## config.mk

```make
export PLATFORM = sky130hd
export DESIGN_NAME = simu_ram_frame_packer
export DESIGN_NICKNAME = d
export VERILOG_FILES = /design/src/rtl/simu_pkg.sv /design/src/rtl/simu_delay_line.sv /design/src/rtl/simu_ram_frame_packer.sv
export SDC_FILE = /design/constraint.sdc
export NUM_CORES = 1
export LEC_CHECK = 0
export BUFFER_PORTS_ARGS = -buffer_cell sky130_fd_sc_hd__buf_2
export CORE_MARGIN = 2
export CORE_UTILIZATION = 59
export DETAILED_ROUTE_END_ITERATION = 10
export PLACE_DENSITY = 0.83
export SLEW_MARGIN = 5
export SYNTH_ARGS = -nofsm -noshare
export SYNTH_HDL_FRONTEND = slang
export SYNTH_HIERARCHICAL = 1
export SYNTH_SLANG_ARGS = --single-unit
export TNS_END_PERCENT = 30
```

## constraint.sdc

```tcl
create_clock -name clk -period 4 [get_ports clk]
set_input_delay 0.4 -clock clk [delete_from_list [all_inputs] [get_ports clk]]
set_output_delay 0.4 -clock clk [all_outputs]
set_load 0.05 [all_outputs]
```

## src/rtl/simu_pkg.sv

```systemverilog
// Shared types and constants for the simulation RAM frame packer.
// Holds field widths, default frame tags, the FSM encoding and the header/trailer-0 word layouts.
package simu_pkg;

   localparam int EVT_W  = 16;
   localparam int CNT_W  = 10;
   localparam int DATA_W = 32;

   localparam logic [7:0] HDR_MAGIC_DEF = 8'hA5;
   localparam logic [7:0] TRL_MAGIC_DEF = 8'h5A;

   localparam logic [CNT_W-1:0] CNT_MAX = '1;

   typedef enum logic [2:0] {
      ST_IDLE,
      ST_DATA,
      ST_TRL0,
      ST_TRL1,
      ST_DROP
   } state_t;

   typedef struct packed {
      logic [7:0]       magic;
      logic [7:0]       rsvd;
      logic [EVT_W-1:0] evt;
   } hdr_t;

   typedef struct packed {
      logic [7:0]       magic;
      logic [13:0]      rsvd;
      logic [CNT_W-1:0] cnt;
   } trl0_t;

endpackage

```

## src/rtl/simu_delay_line.sv

```systemverilog
// Resettable 1-bit shift register aligning rd_req with RAM read data.
// Latency DEPTH cycles; no backpressure.
module simu_delay_line #(
   parameter int DEPTH = 1
) (
   input  logic clk,
   input  logic reset,
   input  logic d,
   output logic q
);

   logic [DEPTH-1:0] sr;

   always_ff @(posedge clk) begin
      if (reset) begin
         sr <= '0;
      end else begin
         sr[0] <= d;
         for (int i = 1; i < DEPTH; i++) begin
            sr[i] <= sr[i-1];
         end
      end
   end

   assign q = sr[DEPTH-1];

endmodule

```

## src/rtl/simu_ram_frame_packer.sv

```systemverilog
// Frames each contiguous rd_req burst as header, payload, count trailer, XOR trailer.
// Header one cycle after aligned valid, payload two; valid-only output, no backpressure.
module simu_ram_frame_packer
   import simu_pkg::*;
#(
   parameter int         RD_LAT    = 1,
   parameter logic [7:0] HDR_MAGIC = HDR_MAGIC_DEF,
   parameter logic [7:0] TRL_MAGIC = TRL_MAGIC_DEF
) (
   input  logic              clk,
   input  logic              reset,
   input  logic              rd_req,
   input  logic [DATA_W-1:0] rd_data,
   input  logic              evt_clr,
   output logic [DATA_W-1:0] out_data,
   output logic              out_valid,
   output logic              out_sop,
   output logic              out_eop,
   output logic [EVT_W-1:0]  evt_num,
   output logic              busy,
   output logic              err_gap,
   output logic              err_ovf
);

   state_t            state, state_nxt;
   logic              v;
   logic              p_vld;
   logic [DATA_W-1:0] p_dat;
   logic [CNT_W-1:0]  word_count;
   logic [DATA_W-1:0] checksum;
   logic              drop_pend;
   logic              clr_pend;
   logic [EVT_W-1:0]  evt_q, evt_nxt;
   logic [DATA_W-1:0] o_dat_d;
   logic              o_vld_d, o_sop_d, o_eop_d;
   hdr_t              hdr_w;
   trl0_t             trl0_w;

   simu_delay_line #(.DEPTH(RD_LAT)) u_align (
      .clk   (clk),
      .reset (reset),
      .d     (rd_req),
      .q     (v)
   );

   always_ff @(posedge clk) begin
      if (reset) state <= ST_IDLE;
      else       state <= state_nxt;
   end

   // A burst rising during either trailer is remembered so TRL1 can divert to DROP.
   always_comb begin
      state_nxt = state;
      case (state)
         ST_IDLE: if (v) state_nxt = ST_DATA;
         ST_DATA: if (!v) state_nxt = ST_TRL0;
         ST_TRL0: state_nxt = ST_TRL1;
         ST_TRL1: state_nxt = (drop_pend || v) ? ST_DROP : ST_IDLE;
         ST_DROP: if (!v) state_nxt = ST_IDLE;
         default: state_nxt = ST_IDLE;
      endcase
   end

   always_comb begin
      hdr_w   = '{magic: HDR_MAGIC, rsvd: 8'h00, evt: evt_q};
      trl0_w  = '{magic: TRL_MAGIC, rsvd: 14'b0, cnt: word_count};
      o_dat_d = '0;
      o_vld_d = 1'b0;
      o_sop_d = 1'b0;
      o_eop_d = 1'b0;
      case (state)
         ST_IDLE: if (v) begin
            o_dat_d = hdr_w;
            o_vld_d = 1'b1;
            o_sop_d = 1'b1;
         end
         ST_DATA: if (p_vld) begin
            o_dat_d = p_dat;
            o_vld_d = 1'b1;
         end
         ST_TRL0: begin
            o_dat_d = trl0_w;
            o_vld_d = 1'b1;
         end
         ST_TRL1: begin
            o_dat_d = checksum;
            o_vld_d = 1'b1;
            o_eop_d = 1'b1;
         end
         default: ;
      endcase
   end

   // A clear seen mid-frame also suppresses that frame's closing increment.
   always_comb begin
      evt_nxt = evt_q;
      if (evt_clr)               evt_nxt = '0;
      else if (state == ST_TRL1) evt_nxt = clr_pend ? '0 : evt_q + 1'b1;
   end

   always_ff @(posedge clk) begin
      if (reset) begin
         p_vld      <= 1'b0;
         p_dat      <= '0;
         word_count <= '0;
         checksum   <= '0;
      end else begin
         p_vld <= v && (state == ST_IDLE || state == ST_DATA);
         p_dat <= rd_data;
         if (state == ST_IDLE && v) begin
            word_count <= CNT_W'(1);
            checksum   <= rd_data;
         end else if (state == ST_DATA && v) begin
            if (word_count != CNT_MAX) word_count <= word_count + 1'b1;
            checksum <= checksum ^ rd_data;
         end
      end
   end

   always_ff @(posedge clk) begin
      if (reset) begin
         out_data  <= '0;
         out_valid <= 1'b0;
         out_sop   <= 1'b0;
         out_eop   <= 1'b0;
         evt_q     <= '0;
         clr_pend  <= 1'b0;
         drop_pend <= 1'b0;
         busy      <= 1'b0;
         err_gap   <= 1'b0;
         err_ovf   <= 1'b0;
      end else begin
         out_data  <= o_dat_d;
         out_valid <= o_vld_d;
         out_sop   <= o_sop_d;
         out_eop   <= o_eop_d;
         evt_q     <= evt_nxt;
         busy      <= (state_nxt != ST_IDLE);
         drop_pend <= (state == ST_TRL0) && v;
         if (state == ST_TRL1)
            clr_pend <= 1'b0;
         else if (evt_clr && (state == ST_DATA || state == ST_TRL0))
            clr_pend <= 1'b1;
         if ((state == ST_TRL0 || state == ST_TRL1) && v) err_gap <= 1'b1;
         if (state == ST_DATA && v && word_count == CNT_MAX) err_ovf <= 1'b1;
      end
   end

   assign evt_num = evt_q;

endmodule
```

### Yosys cells after proc, flatten, opt, wreduce, memory -nomap -nowiden

Cells that the tools add are included.

| storage, ports and cells | value |
|---|---|
| bits in registers | 135 |
| output and inout bits | 54 |
| logic and storage cells | 67 |

| operators by class | value |
|---|---|
| add/subtract/negate cells | 2 |
| eq/ne operators | 6 |
| multiplexer cells | 18 |
| bitwise operators | 2 |
| reduce and logical (&&, ||, !) cells | 22 |

Operators with widths:

| operator | count |
|---|---|
| $mux 32 | 4 |
| $pmux 32 s4 | 1 |
| $xor 32x32->32 | 1 |
| $add 16x1->16 const B | 1 |
| $mux 16 | 1 |
| $pmux 3 s5 | 1 |
| $mux 3 | 4 |
| $add 10x1->10 const B | 1 |
| $eq 10x10->1 const B | 1 |
| $ne 10x10->1 const B | 1 |
| $reduce_or 2->1 | 5 |
| $logic_and 1x1->1 | 7 |
| $eq 3x2->1 const B | 2 |
| $mux 1 | 6 |
| $logic_or 1x1->1 | 4 |
| $reduce_and 2->1 | 2 |
| $reduce_bool 2->1 | 2 |
| $eq 3x1->1 const B | 1 |
| $eq 3x3->1 const B | 1 |
| $logic_not 3->1 | 1 |
| $pmux 1 s3 | 1 |
| $reduce_bool 3->1 | 1 |
| $not 1->1 | 1 |

### Longest topological paths before layout

Gate-level depths: netlist (run 1).

| depth | value |
|---|---|
| depth in word-level cells | 4 |
| depth in mapped cells | 6 |
| gate-level depth less buffers | 5 |

### Hierarchy

The synthesis (run 1) kept the hierarchy.

By module, submodules not included:

| module | times used | cells an instance | area each (sq um) |
|---|---|---|---|
| simu_ram_frame_packer | 1 | 556 | 5109.9 |
| simu_delay_line | 1 | 2 | 33.8 |

### Worst setup path before layout (run 1)

Ideal clock, no wire load.

| timing | value |
|---|---|
| path kind | flip-flop to flip-flop |
| start | register evt_q[3] (netlist: evt_num[3]) |
| end | register evt_q[15] (netlist: evt_num[15]) |
| setup time | 70 ps |
| data arrival time | 2032 ps |
| setup slack | 1898 ps |
| stages on the path, launching flop included | 5 |
| path buffers | 0 |
| clock period less this slack | 2102 ps |
| cell sequence | dfxtp_1 > nand4_1 > or4_4 > or3_1 > a21oi_1 |

| between the ends | value |
|---|---|
| word-level cells in the longest chain between the ends | 2 |

RTL lines:

| what | RTL line | source |
|---|---|---|
| from (decl) | simu_ram_frame_packer.sv:33 | `logic [EVT_W-1:0] evt_q, evt_nxt;` |
| from (signal assigned) | simu_ram_frame_packer.sv:137 | `evt_q <= evt_nxt;` |
| $add 16x1->16 | simu_ram_frame_packer.sv:98 | `else if (state == ST_TRL1) evt_nxt = clr_pend ? '0 : evt_q + 1'b1;` |
| $mux 16 | simu_ram_frame_packer.sv:98 |  |

No other way between the ends.
A chain may end at the register's enable or synchronous reset.

### Final worst setup path (run 1)

| timing | value |
|---|---|
| start | register state[0] |
| end | register word_count[9] |

| between the ends | value |
|---|---|
| word-level cells in the longest chain between the ends | 3 |
| elaborated cells on any way between the ends | 6 |

RTL lines:

| what | RTL line | source |
|---|---|---|
| from (decl) | simu_ram_frame_packer.sv:25 | `state_t state, state_nxt;` |
| from (signal assigned) | simu_ram_frame_packer.sv:48 | `else state <= state_nxt;` |
| $eq 3x1->1 / $logic_not 3->1 (equally long branches) | simu_ram_frame_packer.sv:113, simu_ram_frame_packer.sv:110 |  |
| $logic_and 1x1->1, on equally long branches | simu_ram_frame_packer.sv:113, simu_ram_frame_packer.sv:110 |  |
| $reduce_and 2->1 (no line) / $reduce_or 2->1 (equally long branches) | - |  |
| to (signal assigned) | simu_ram_frame_packer.sv:114 | `if (word_count != CNT_MAX) word_count <= word_count + 1'b1;` |
| to (decl) | simu_ram_frame_packer.sv:29 | `logic [CNT_W-1:0] word_count;` |

Parallel ways exist; a longest one is shown, timed or not.

==> metrics.yaml, run 1 <==
yosys:
  synth_top_flop_cell: "dfxtp_1"
  avgSynthCellArea_um2: 9.218
  yosysTopAreaCellShare: 0.5254
  synth_area_leaders: "dfxtp_1 (53%), xnor2_1 (6.6%), nor2_1 (6.1%), nand2_1 (6.0%), nor2b_1 (4.1%)"
  synth.net_count: 596
  synth_edf_count: 0
  syn_area_mm2: 0.005144
  ys_seq_area_frac: 0.5254
  synthArstFlopShare: 0
  synthCells: 558
  synth_area_leader_cell: "dfxtp_1"
  yosysUniqueCellTypes: 51
  synth_seq_cells: 135
  yosys_warnings: 6
power:
  pwr-share-seq: 0.438
  peakVddDrop_uv: 329.8
  swShare: 0.2160
  p_per_area_mw_per_mm2: 518.3
  clockPowerShare: 0.499
  leakage_nw: 2.559
  power_w: 0.003248
  p_int_w: 0.002546
  p_sw_w: 0.0007015
  power.share.combinational: 0.063
detailed_routing:
  drc: 0
  via_per_inst: 5.806
  drt-total-wl_mm: 12.56
  vias: 4401
  wire_per_inst_um: 16.57
  drt_pre_antenna_iters: 5
  drtIter0Drc: 341
  ant_nets: 0
placed_design:
  placed_cells: 726
  dp_hpwl_mm: 7.845
  io_buffer_count: 89
  finalWeightedCongestion: 0.8708
  place_area_mm2: 0.005642
worst_hold_path:
  min_path_type: "in -> reg"
  hold_depth: 2
grt:
  grt_pass1_vias: 4334
  grt_max_degree: 48
  grt_pass1_wl_mm: 20.44
  grt_overflow: 0
  grt_use_total: 0.2714
  antenna_found_initial: 0
critical_path:
  reg2reg_from: "state[0]$_SDFF_PP0_"
  endpoint_kind: "register"
  start_kind: "register"
  cp_data_arrival_time_ns: 3.02
  path_class: "reg -> reg"
  reg2reg_to: "word_count[9]$_SDFFE_PP0P_"
  r2r_slack_ns: 1.39
  r2r_cells: 3
  crit_end: "word_count[9]$_SDFFE_PP0P_"
  crit_path_max_fanout: 35
  crit_path_start: "state[0]$_SDFF_PP0_"
  critPathRequiredTime_ns: 4.41
sta:
  finalSetupTns_ns: 0
  fin_crit_sh: 0.6536
  tightest_slew_ns: 0.9148
  finClkSkew_ns: 0.006784
  final_hold_viol_count: 0
  min_period_ns: 2.615
  finalMaxSlewViolations: 0
  max_freq_mhz: 382.5
  finalSetupViolCount: 0
  rsz0062_at_grt: "false"
  worst_hold_slack_ns: 0.1046
  slew_headroom: 0.3893
floorplan:
  rows: 34
  die_y_um: 97.37
  dieArea_mm2: 0.009481
  die-width_um: 97.37
  start_util: 0.5986
  ios: 90
  core_area_mm2: 0.008593
finish:
  area.growth.synth_to_final_pct: 21.82
  drive_gt1_frac: 0.2215
  stdcell_area_mm2: 0.006266
  fillers: 631
  final_cells: 758
  layout_common_cells: "dfxtp_1 (135), buf_2 (89), nor2_1 (84), nand2_1 (82), xnor2_1 (39)"
  mostFrequentLayoutCell: "dfxtp_1"
  nets: 675
  n_antenna_cell: 0
clock_tree:
  cts-buffers-inserted: 17
  holdBufCountCts: 0
  clkLatencyLatePin_ns: 0.52
  clockRootBuffer: "clkbuf_8"
  cts.sinks: 135
  clkTransAtPathRegs_ns: 0.06
  clk_path_buf_depth: 2
  post_cts.repair.setup_buffers: 0
  cts_tree: "built"
  ctsResizeCount: 0
  h-tree-depth: 4
run:
  maxCapViolCount: 0
status:
  status: "complete, no violations"
## registers in the layout, indices dropped and copies added, names as in the netlist
name and count:
clr_pend 1, drop_pend 1, out_valid 1, err_ovf 1, evt_num 16, busy 1, u_align/q 1, word_count 10
out_eop 1, p_vld 1, state 3, checksum 32, err_gap 1, out_sop 1, p_dat 32, out_data 32
## cells by family (layout without fill, tap and decap cells)
| logic type | Yosys count | count (layout) | synth area share |
|---|---|---|---|
| XOR/XNOR | 44 | 44 | 0.07492 |
| AO/OA/AOI/OAI | 74 | 74 | 0.1010 |
| multiplexers | 10 | 10 | 0.02165 |
| flip-flops | 135 | 135 | 0.5254 |
| adder cells (fa/ha/maj) | 2 | 2 | 0.004864 |
| AND/OR/NAND/NOR | 253 | 253 | 0.2389 |
| buffers and inverters | 40 | 132 | 0.03332 |
## critical path: stages, from the launching register on
cell and delay, ns:
dfxtp_1 0.92, or4b_2 0.81, nand2b_1 0.34, o41ai_1 0.43
## through the flow
| stage | worst slack (ns) | util |
|---|---|---|
| final | 1.385 | 0.7292 |
| after global routing | 1.145 | 0.7292 |
| after CTS | 1.409 | 0.7292 |
| after detailed placement | 1.498 | 0.6565 |
| after global placement | 1.541 | 0.6565 |
| after floorplan | 1.898 | - |
## layout make-up
| type | instances | area, um^2 | area share |
|---|---|---|---|
| Sequential cell | 135 | 2703 | 0.4313 |
| Multi-Input combinational cell | 383 | 2291 | 0.3656 |
| Timing Repair Buffer | 96 | 498.0 | 0.07947 |
| Clock buffer | 25 | 484.2 | 0.07728 |
| Clock inverter | 7 | 140.1 | 0.02236 |
| Tap cell | 108 | 135.1 | 0.02157 |
| Inverter | 4 | 15.01 | 0.002396 |
## per-layer routing
| layer | up-vias | global-route usage | wire [um] |
|---|---|---|---|
| li1 | 2056 | - | - |
| met4 | 0 | 0.1314 | 369 |
| met5 | - | 0 | 0 |
| met3 | 32 | 0.07698 | 938 |
| met2 | 214 | 0.4483 | 6225 |
| met1 | 2099 | 0.3259 | 5029 |
## cells in the mapped netlist, types with 2 or more instances
cell      number
or4_1          2
xnor2_1       39
a221oi_1       4
a222oi_1      16
a21oi_1       20
inv_1          3
buf_4          2
nor2b_1       34
o21ai_0       14
a31oi_1        3
xor2_1         5
and3_1         3
buf_1          3
nor2_1        84
buf_2         11
and2_1         2
nor4_1         2
dfxtp_1      135
clkbuf_1      20
mux2_2         9
o31ai_1        3
nor3_1        10
nand4_1        3
nor3b_1        2
ha_1           2
or3_1          6
or4_4          2
nand2_1       82
nor4b_1        2
nand3_1        7
a22oi_1        8
## how the worst min path moves through the flow
stage	start	end
final	rd_data[26]	p_dat[26]$_SDFF_PP0_
after global routing	rd_data[25]	p_dat[25]$_SDFF_PP0_
after CTS	rd_data[25]	p_dat[25]$_SDFF_PP0_
after detailed placement	p_dat[28]$_SDFF_PP0_	out_data[28]$_SDFF_PP0_
after global placement	p_dat[25]$_SDFF_PP0_	out_data[25]$_SDFF_PP0_
after floorplan	p_dat[25]$_SDFF_PP0_	out_data[25]$_SDFF_PP0_
## power by group through the flow
stage / Sequential, W / Combinational [W] / Clock, W
2_1_floorplan: 0.00146 / 0.000128 / 0
3_3_place_gp: 0.00145 / 0.000193 / 0
3_5_place_dp: 0.00145 / 0.000199 / 0
4_1_cts: 0.00142 / 0.000203 / 0.00163
5_1_grt: 0.00143 / 0.000223 / 0.00170
6_report: 0.00142 / 0.000204 / 0.00162
(Power assumes the default switching activity.)
==> run 2, diff against run 1 <==
--- a/config.mk
+++ b/config.mk
@@ -7,9 +7,9 @@
 export LEC_CHECK = 0
 export BUFFER_PORTS_ARGS = -buffer_cell sky130_fd_sc_hd__buf_2
 export CORE_MARGIN = 2
-export CORE_UTILIZATION = 59
+export CORE_UTILIZATION = 55
 export DETAILED_ROUTE_END_ITERATION = 10
-export PLACE_DENSITY = 0.83
+export PLACE_DENSITY = 0.79
 export SLEW_MARGIN = 5
 export SYNTH_ARGS = -nofsm -noshare
 export SYNTH_HDL_FRONTEND = slang
==> constraint.sdc (replaced) <==
create_clock -name clk -period 2.5 [get_ports clk]
set_input_delay 0.25 -clock clk [delete_from_list [all_inputs] [get_ports clk]]
set_output_delay 0.25 -clock clk [all_outputs]
set_load 0.05 [all_outputs]
==> metrics.yaml, run 2 (synthesis gave the netlist of run 1 again) <==
grt:
  antenna_found_initial: 0  # unchanged
  grt_pass1_vias: 4435  # +2.3%
  grt_pass1_wl_mm: 20.80  # +1.8%
  grt_overflow: 0  # unchanged
  grt_max_degree: 40  # -17%
  grt_use_total: 0.2625  # -0.008901
critical_path:
  cp_data_arrival_time_ns: 2.60  # -0.42 ns
  slowest_stage: "dfxtp_1"
  reg2reg_from: "state[1]$_SDFF_PP0_"
  reg2reg_to: "evt_num[15]$_SDFFE_PP0N_"
  max_stage_delay_ns: 0.70  # -0.22 ns
  critPathRequiredTime_ns: 2.93  # -1.48 ns
  cpLargestDelayFamily: "simple AND/OR/NAND/NOR gates"
  endpoint_kind: "register"
  critPathBufInv: 0  # unchanged
  path_cells: "nand4b_4 > or4_4 > or3_1 > a21oi_1"
  cp_num_cells: 4  # +1
  r2r_cells: 4  # +1
  start_kind: "register"
  crit_end: "evt_num[15]$_SDFFE_PP0N_"
  crit_path_max_fanout: 14  # -60%
  crit_path_start: "state[1]$_SDFF_PP0_"
  r2r_slack_ns: 0.33  # -1.06 ns
  path_class: "reg -> reg"
sta:
  finalSetupTns_ns: 0  # unchanged
  max_freq_mhz: 460.0  # +20%
  tightest_slew_ns: 0.7792  # -0.1356 ns
  slew_headroom: 0.4805  # +0.09122
  finClkSkew_ns: 0.007110  # +0.0003260 ns
  final_hold_viol_count: 0  # unchanged
  finalMaxSlewViolations: 0  # unchanged
  fin_crit_sh: 0.8695  # +0.2159
  rsz0062_at_grt: "false"
  min_period_ns: 2.174  # -0.4408 ns
  finalSetupViolCount: 0  # unchanged
finish:
  top_regs: "checksum (32), out_data (32), p_dat (32)"
  multi_input_area_mm2: 0.002291  # unchanged
  fillers: 620  # -1.7%
  regArea_mm2: 0.002703  # unchanged
  layout_common_cells: "dfxtp_1 (135), buf_2 (89), nor2_1 (84), nand2_1 (82), xnor2_1 (39)"
  drive_gt1_frac: 0.2250  # +0.003425
  area.growth.synth_to_final_pct: 29.21
  stdcell_area_mm2: 0.006646  # +6.1%
  nets: 714  # +5.8%
  n_antenna_cell: 0  # unchanged
  mostFrequentLayoutCell: "dfxtp_1"
floorplan:
  start_util: 0.5620  # -0.03658
  die-width_um: 100.7  # +3.4%
  ios: 90  # unchanged
  rows: 35  # +2.9%
  die_y_um: 100.7  # +3.4%
  core_area_mm2: 0.009153  # +6.5%
  dieArea_mm2: 0.01014  # +7.0%
power:
  p_per_area_mw_per_mm2: 779.9  # +50%
  leakage_nw: 2.736  # +6.9%
  peakVddDrop_uv: 562.1  # +70%
clock_tree:
  ctsResizeCount: 0  # unchanged
  h-tree-depth: 4  # unchanged
  clockRootBuffer: "clkbuf_8"
  clk_path_buf_depth: 2  # unchanged
  cts.sinks: 135  # unchanged
  cts-buffers-inserted: 17  # unchanged
  clkTransAtPathRegs_ns: 0.06  # about the same
  cts_tree: "built"
  clkLatencyLatePin_ns: 0.51  # about the same
placed_design:
  place_area_mm2: 0.005710  # +1.2%
  finalWeightedCongestion: 0.8857  # +1.7%
  dp_hpwl_mm: 7.614  # -3.0%
  io_buffer_count: 89  # unchanged
detailed_routing:
  drt_pre_antenna_iters: 6  # +1
  via_per_inst: 5.613  # -3.3%
  drc: 0  # unchanged
  vias: 4490  # +2.0%
  drt-total-wl_mm: 12.80  # +1.9%
  ant_nets: 0  # unchanged
  wire_per_inst_um: 16.00  # -3.4%
  drtIter0Drc: 345  # +1.2%
worst_hold_path:
  min_path_type: "in -> reg"
run:
  maxCapViolCount: 0  # unchanged
status:
  status: "complete, no violations"
## run 2: cell count changes in the layout (fill, tap and decap cells not counted)
| cell | delta |
|---|---|
| buf_4 | +6 |
| bufinv_16 | -1 |
| clkbuf_1 | -4 |
| clkinv_4 | +3 |
| dlygate4sd3_1 | +32 |
| buf_12 | +1 |
| clkinv_2 | +2 |
## run 2: worst register-to-register path: stages (launching register included)
cell and delay (ns):
dfxtp_1 0.70, nand4b_4 0.24, or4_4 0.62, or3_1 0.36
a21oi_1 0.17
## run 2: where the power goes
part	total (W)	switching [W]	internal (W)
Combinational	0.000388	0.000224	0.000164
Sequential	0.00227	0.0000387	0.00223
Clock	0.00253	0.000906	0.00162
Total	0.00518	0.00117	0.00402
## run 2: layer usage
| layer | track usage | part of all wire | up-vias | wire length (um) |
|---|---|---|---|---|
| met3 | 0.06727 | 0.063 | 41 | 812 |
| li1 | - | - | 2129 | - |
| met4 | 0.1222 | 0.030 | 0 | 385 |
| met1 | 0.3126 | 0.41 | 2127 | 5232 |
| met5 | 0 | 0 | - | 0 |
| met2 | 0.4431 | 0.50 | 193 | 6372 |
## run 2: per-stage QoR
| step | utilization | worst slack (ns) | hold slack, ns | total power [W] | instances |
|---|---|---|---|---|---|
| after global routing | 0.7262 | 0.2277 | 0.01368 | 0.005352 | 800 |
| after floorplan | - | 0.3976 | 0.3143 | 0.002539 | 558 |
| after detailed placement | 0.6239 | 0.3742 | 0.4344 | 0.002649 | 736 |
| final | 0.7262 | 0.3263 | 0.01835 | 0.005183 | 800 |
| after global placement | 0.6239 | 0.4550 | 0.4361 | 0.002638 | 736 |
| after CTS | 0.7262 | 0.3453 | 0.02162 | 0.005202 | 800 |
## run 2: cell type report
| type | count | area share |
|---|---|---|
| Timing Repair Buffer | 135 | 0.1329 |
| Tap cell | 111 | 0.02090 |
| Clock inverter | 11 | 0.02203 |
| Sequential cell | 135 | 0.4066 |
| Multi-Input combinational cell | 383 | 0.3447 |
| Inverter | 4 | 0.002259 |
| Clock buffer | 21 | 0.07059 |
## run 2: repair_timing
item,CTS,global route
setup endpoints to repair,0,0
buffers inserted,0,0
endpoints found under the hold margin,32,0
hold buffers,32,0
## run 2: how the worst min path moves through the flow
stage                         startpoint                       to  cells past startpoint  slack [ns]
global route                 rd_data[31]     p_dat[31]$_SDFF_PP0_                      2        0.01
CTS                          rd_data[31]     p_dat[31]$_SDFF_PP0_                      2        0.02
detailed placement  p_dat[28]$_SDFF_PP0_  out_data[28]$_SDFF_PP0_                      2        0.43
global placement    p_dat[27]$_SDFF_PP0_  out_data[27]$_SDFF_PP0_                      2        0.44
finish                       rd_data[31]     p_dat[31]$_SDFF_PP0_                      2        0.02
floorplan                          reset     u_align/q$_SDFF_PP0_                      1        0.31
